`src/rtl/pc_sequencer.sv`:
```
// Program-counter sequencer: BOOT/RUN/HALT FSM with prioritised redirects.
// Optional return-address stack is compiled in with `define PC_SEQ_RAS_EN.
module pc_sequencer #(
  parameter logic [9:0]  RESET_PC  = 10'd0,
  parameter int unsigned RAS_DEPTH = 4
) (
  input  logic       clk,
  input  logic       rst_n,
  input  logic       stall,
  input  logic       branch_req,
  input  logic [9:0] branch_target,
  input  logic       jump_req,
  input  logic [9:0] jump_target,
  input  logic       call_req,
  input  logic       ret_req,
  input  logic       halt,
  input  logic       resume,
  output logic [9:0] pc_out,
  output logic       pc_valid,
  output logic [1:0] seq_state,
  output logic       ras_err
);

  typedef enum logic [1:0] {
    BOOT = 2'b00,
    RUN  = 2'b01,
    HALT = 2'b10
  } state_t;

  state_t     state;
  logic [9:0] pc_inc;

  assign pc_inc    = pc_out + 10'd1;
  assign seq_state = state;

`ifdef PC_SEQ_RAS_EN
  localparam int unsigned PW = (RAS_DEPTH > 1) ? $clog2(RAS_DEPTH) : 1;
  localparam int unsigned CW = $clog2(RAS_DEPTH + 1);
  localparam logic [PW-1:0] PTR_LAST = PW'(RAS_DEPTH - 1);
  localparam logic [CW-1:0] CNT_FULL = CW'(RAS_DEPTH);

  logic [9:0]    ras_mem [RAS_DEPTH];
  logic [PW-1:0] ras_ptr;
  logic [PW-1:0] ptr_next;
  logic [PW-1:0] ptr_prev;
  logic [CW-1:0] ras_cnt;
  logic          push_en;
  logic          pop_en;
  logic          ras_err_q;

  // ras_ptr names the next free slot; wrapping on push discards the oldest entry
  assign ptr_next = (ras_ptr == PTR_LAST) ? '0 : ras_ptr + 1'b1;
  assign ptr_prev = (ras_ptr == '0) ? PTR_LAST : ras_ptr - 1'b1;
  assign push_en  = (state == RUN) && !halt && !jump_req && call_req;
  assign pop_en   = (state == RUN) && !halt && !jump_req && !call_req && ret_req;
  assign ras_err  = ras_err_q;

  always_ff @(posedge clk) begin
    if (push_en) ras_mem[ras_ptr] <= pc_inc;
  end

  always_ff @(posedge clk or negedge rst_n) begin
    if (!rst_n) begin
      ras_ptr   <= '0;
      ras_cnt   <= '0;
      ras_err_q <= 1'b0;
    end else begin
      ras_err_q <= 1'b0;
      if (push_en) begin
        ras_ptr <= ptr_next;
        if (ras_cnt == CNT_FULL) ras_err_q <= 1'b1;
        else                     ras_cnt   <= ras_cnt + 1'b1;
      end else if (pop_en) begin
        if (ras_cnt == '0) begin
          ras_err_q <= 1'b1;
        end else begin
          ras_ptr <= ptr_prev;
          ras_cnt <= ras_cnt - 1'b1;
        end
      end
    end
  end
`else
  logic unused_ok;
  assign unused_ok = ^{call_req, ret_req, RAS_DEPTH[0]};
  assign ras_err   = 1'b0;
`endif

  always_ff @(posedge clk or negedge rst_n) begin
    if (!rst_n) begin
      state    <= BOOT;
      pc_out   <= '0;
      pc_valid <= 1'b0;
    end else begin
      case (state)
        BOOT: begin
          state    <= RUN;
          pc_out   <= RESET_PC;
          pc_valid <= 1'b1;
        end
        RUN: begin
          if (halt) begin
            state    <= HALT;
            pc_valid <= 1'b0;
          end else if (jump_req) begin
            pc_out <= jump_target;
`ifdef PC_SEQ_RAS_EN
          end else if (call_req) begin
            pc_out <= jump_target;
          end else if (ret_req) begin
            pc_out <= (ras_cnt == '0) ? pc_inc : ras_mem[ptr_prev];
`endif
          end else if (branch_req) begin
            pc_out <= branch_target;
          end else if (!stall) begin
            pc_out <= pc_inc;
          end
        end
        HALT: begin
          if (resume && !halt) begin
            state    <= RUN;
            pc_valid <= 1'b1;
          end
        end
        default: begin
          state    <= BOOT;
          pc_valid <= 1'b0;
        end
      endcase
    end
  end

endmodule
```
`config.mk`:
```
export PLATFORM = sky130hd
export DESIGN_NAME = pc_sequencer
export DESIGN_NICKNAME = d
export VERILOG_FILES = /design/src/rtl/pc_sequencer.sv
export SDC_FILE = /design/constraint.sdc
export NUM_CORES = 1
export LEC_CHECK = 0
export CORE_MARGIN = 2
export CORE_UTILIZATION = 44
export DETAILED_ROUTE_END_ITERATION = 8
export GPL_TIMING_DRIVEN = 0
export PLACE_DENSITY = 0.85
export SETUP_SLACK_MARGIN = 0.02
export SYNTH_ARGS = -nofsm -noshare
export SYNTH_HDL_FRONTEND = slang
export SYNTH_SLANG_ARGS = --single-unit
```
`constraint.sdc`:
```
create_clock -name clk -period 2.6 [get_ports clk]
set_clock_uncertainty 0.1 [all_clocks]
set_input_delay 0.26 -clock clk [delete_from_list [all_inputs] [get_ports clk]]
set_output_delay 0.26 -clock clk [all_outputs]
set_load 0.02 [all_outputs]
```
Word level (Yosys, flattened, before mapping)
Index checks and enable logic that the tools add are counted.
Storage, ports and cells
  flip-flop bits (word level): 13
  input bits: 29
  output and inout port bits: 14
Cells by class
  add/subtract/negate cells: 1
  equality and inequality tests: 6
  multiplexer cells: 11
  reductions and logical operators: 6
Operators by type and width (count)
  $mux W10: 4
  $pmux W10 S2: 1
  $add A10 B1 Y10 const B: 1
  $ne A2 B2 Y1 const B: 3
  $pmux W2 S3: 1
  $mux W2: 2
  $ne A4 B4 Y1 const B: 1
  $pmux W1 S3: 1
  $reduce_and A3 Y1: 1
  $eq A2 B1 Y1 const B: 1
  $eq A2 B2 Y1 const B: 1
  $logic_not A2 Y1: 1
  $mux W1: 2
  $reduce_and A2 Y1: 1
  $reduce_bool A2 Y1: 1
  $logic_and A1 B1 Y1: 1
  $logic_not A1 Y1: 1

Depth between registers and ports, before layout
  depth in word-level cells: 6
  mapped depth: 5

Least setup slack after synthesis
OpenSTA, ideal clock, no wires.
  path type: reg2reg
  from: register state[0] (netlist: seq_state[0])
  to: register pc_out[3]
  setup time: 0.065 ns
  arrival: 1.472 ns
  slack: 0.963 ns
  cell stages (with the launch flop): 5
  buffers on the path: 0
  period minus slack after synthesis: 1.637 ns
  cell sequence: dfrtp_1 or3b_4 a21o_4 a211oi_1 a21o_1
Between the ends
  word-level cells in the longest chain between the ends: 3
  elaborated cells between the ends (all ways): 7
  classes of those cells: eq/ne: 3; mux: 1; reduce/logical: 3
Ends and longest elaborated chain
  start: declaration: RTL line 30  | state_t state;
  start signal: assignment: RTL line 91  | state <= BOOT;
  start signal: assignment: RTL line 97  | state <= RUN;
  start signal: assignment: RTL line 103  | state <= HALT;
  $eq A2 B1 Y1 / $logic_not A2 Y1 (equally long branches): RTL line 95  | case (state)
  $ne A4 B4 Y1 (no source line) (tied with other cells)
  $reduce_and A3 Y1 (no source line)
  end signal: assignment: RTL line 106  | pc_out <= jump_target;
  end signal: assignment: RTL line 114  | pc_out <= branch_target;
  end signal: assignment: RTL line 116  | pc_out <= pc_inc;
  end: declaration: RTL line 18  | output logic [9:0] pc_out,
Parallel ways exist; a longest one is shown, timed or not.
A chain may end at the register's enable or synchronous reset.

Worst setup path after layout
  from: register state[0] (netlist: seq_state[0])
  to: output port seq_state[0]
RTL lines
  end: declaration: RTL line 20  | output logic [1:0] seq_state,
No word-level cell between the ends.

==> summary.md <==
| Metric | Value |
|---|---|
| RSZ-0062 raised after global routing | `false` |
| Period utilization | `69.0%` |
| Routed WL per cell | `15.3 µm` |
| Mapped Area | `932 µm²` |
| Yosys top cell by area | `dfrtp_1` |
| Area of the multi-input gates | `564 µm²` |
| Setup TNS | `0 ns` |
| Num CTS Buffers | `3` |
| Grt ovf | `0` |
| Via-to-Cell Ratio | `5.94` |
| Fin. Hold Viols | `0` |
| Reg2reg setup slack | `0.87 ns` |
| #FFs+latches synth | `13` |
| Total wire length | `2.69 mm` |
| Starting Density | `47.0%` |
| Avg Inst Size Synth | `8.79 µm²` |
| Initial DRC count | `22` |
| Final setup viols | `0` |
| Worst slew pin tran | `0.860 ns` |
| CP max stage delay | `0.66 ns` |
| Hold Buf Count CTS | `0` |
| Clock Latency Late Sink | `0.29 ns` |
| Die Area | `0.00250 mm²` |
| Post-route ant nets | `0` |
| GPL Wtd Cong | `0.872` |
| CP endpoint kind | `output port` |
| Clk pin slew, worst setup/hold paths | `0.10 ns` |
| R2r endpoint | `pc_out[6]` |
| TritonRoute pass-1 iters | `5` |
| Sequential standard cell area | `325 µm²` |
| RR Startpoint | `seq_state[0]` |
| EDFF count, synth | `0` |
| Critical path class | `reg -> out` |
| H-tree depth | `1` |
| CTS sink count | `13` |
| N_diodes | `0` |
| Die Ht | `50.0 µm` |
| Yosys cell types | `40` |
| CP Max Fanout | `9` |
| Core Rows | `16` |
| GR Util met3 | `3.33%` |
| Met1 global-route usage | `28.2%` |
| Max Clk Rate | `557 MHz` |
| First-pass GRT wire length | `4.61 mm` |
| Core ar. | `0.00198 mm²` |
| Buf/Inv on CP | `1` |
| Layout fillers | `167` |
| Area delta synth->final | `48.3%` |
| Final Net Count | `180` |
| Post-Syn Nets | `136` |
| Startpoint Class | `flip-flop` |
| Hpwl dp | `1.97 mm` |
| Clock tree buffer depth | `2` |
| WP data required | `2.24 ns` |
| Vias in the first global route | `1014` |
| Share of cells above drive strength 1 | `10.1%` |
| Top FF cell, synth | `dfrtp_1` |
| CP delay by family, top | `buffers and inverters` |
| Global Route Usage Sum | `24.0%` |
| I/O pin cnt | `43` |
| Final hold slack | `0.261 ns` |
| Worst vdd ir | `0.000680 V` |
| Lkg Pwr | `0.552 nW` |
| Antenna violations before repair | `0` |
| Final Max Tran Viols | `0` |
| Register area share after synthesis | `34.9%` |
| Met2 Track Usage GR | `43.9%` |
| Post-CTS Setup Inserts | `0` |
| Worst reg2reg path depth | `3` |
| Synth top area cells | `dfrtp_1 (35%), o21ai_0 (5.9%), nand2_1 (4.0%)` |
| Number of remaining DRC errors | `0` |
| Power Density | `903 mW/mm²` |
| Type of the worst min-delay path | `in -> async` |
| FFs w/ async S/R, synth | `100%` |
| Port Buffers | `39` |
| Root Buffer | `clkbuf_4` |
| Mapped Cells | `106` |
| Min Clock Period, post-route | `1.79 ns` |
| CTS tree | `built` |
| Grt peak-use layer | `met2` |
| Worst path arrival time | `1.43 ns` |
| Die Wd | `50.0 µm` |
| Crit-path cells | `clkdlybuf4s50_1` |
| Top-area cell type share of the netlist area | `34.9%` |
| Post-CTS sizing | `0` |
| Outcome | `completed` |
| Via count | `1045` |
| Max Cap Viol | `0` |
| Max transition margin | `42.3%` |
| Largest net degree at the start of global routing | `14` |
| CP max-delay cell | `clkdlybuf4s50_1` |
| Synth warn | `0` |
## worst max path at each step
stage	slack [ns]	endpoint	cells after the start	startpoint
floorplan	0.96	pc_out[3]	4	seq_state[0]
finish	0.81	seq_state[0]	1	seq_state[0]
global route	0.69	pc_out[2]	5	jump_req
detailed placement	0.52	pc_out[6]	5	branch_req
global placement	0.54	pc_out[6]	5	branch_req
CTS	0.81	pc_out[6]	5	branch_req
## kinds of logic after synthesis
family / count (synthesis) / share of synthesized area (%)
compound gates: 45 / 35.4
xor+xnor: 1 / 0.940
fa+ha+maj: 1 / 1.34
buf+inv: 9 / 4.56
flops: 13 / 34.9
mux: 2 / 2.15
other cells: 1 / 0.402
simple gates: 34 / 20.3
## placed cells by master (no fill, tap or decap), drive strengths merged, types with 2 or more instances in the layout
cell           instances
clkdlybuf4s50         39
dfrtp                 13
o21ai                 11
nand2                 10
nor2                   5
o22ai                  5
buf                    5
a21oi                  5
inv                    4
nand2b                 4
nand3                  4
o31ai                  4
clkbuf                 4
a21o                   4
o21a                   3
a32oi                  3
nor3                   3
and4                   2
a221o                  2
a211oi                 2
mux2i                  2
## power by group
| part | internal (mW) | leakage (nW) | total, mW | switching, mW |
|---|---|---|---|---|
| Combinational | 0.338 | 0.369 | 0.673 | 0.335 |
| Clock | 0.0596 | 0.0150 | 0.135 | 0.0758 |
| Sequential | 0.293 | 0.168 | 0.440 | 0.147 |
## synth_stat cells (2+ instances only)
master and count:
dfrtp_1 13, o21ai_0 11, nand2_1 10, nor2_1 5, o22ai_1 5, a21oi_1 4
buf_2 4, inv_1 4, nand2b_1 4, nand3_1 4, a32oi_1 3, o21a_1 3
o31ai_1 3, a211oi_1 2, a21o_1 2, a221o_1 2, and4_1 2, mux2i_1 2
nor3_1 2
## through the flow
| stage | utilization [%] | cells | worst slack (ns) | area [µm²] | power [mW] |
|---|---|---|---|---|---|
| 2_1_floorplan | - | 106 | 0.963 | 932 | 0.788 |
| 3_3_place_gp | 68.4 | 172 | 0.540 | 1360 | 1.08 |
| 3_5_place_dp | 68.4 | 172 | 0.516 | 1360 | 1.11 |
| 4_1_cts | 69.8 | 176 | 0.813 | 1380 | 1.24 |
| 5_1_grt | 69.8 | 176 | 0.690 | 1380 | 1.33 |
| 6_report | 69.8 | 176 | 0.805 | 1380 | 1.25 |
## metal layers
metal	share of wire, %	vias to the layer above	routed length (µm)
li1	-	496	-
met1	41	496	1110
met2	52	49	1390
met3	6.2	4	166
met4	0.89	0	24
met5	0	-	0
## area by class of cell
class,count,share of cell area [%]
Inverter,4,1.09
Multi-Input combinational cell,84,40.8
Tap cell,27,2.44
Sequential cell,13,23.5
Buffer,5,1.99
Timing Repair Buffer,39,28.2
Clock buffer,4,1.90
## registers in the layout, summed over array words and instances, names as in the netlist
| signal | count |
|---|---|
| seq_state | 2 |
| pc_valid | 1 |
| pc_out | 10 |
No activity file was read; power rests on OpenSTA's default activity.
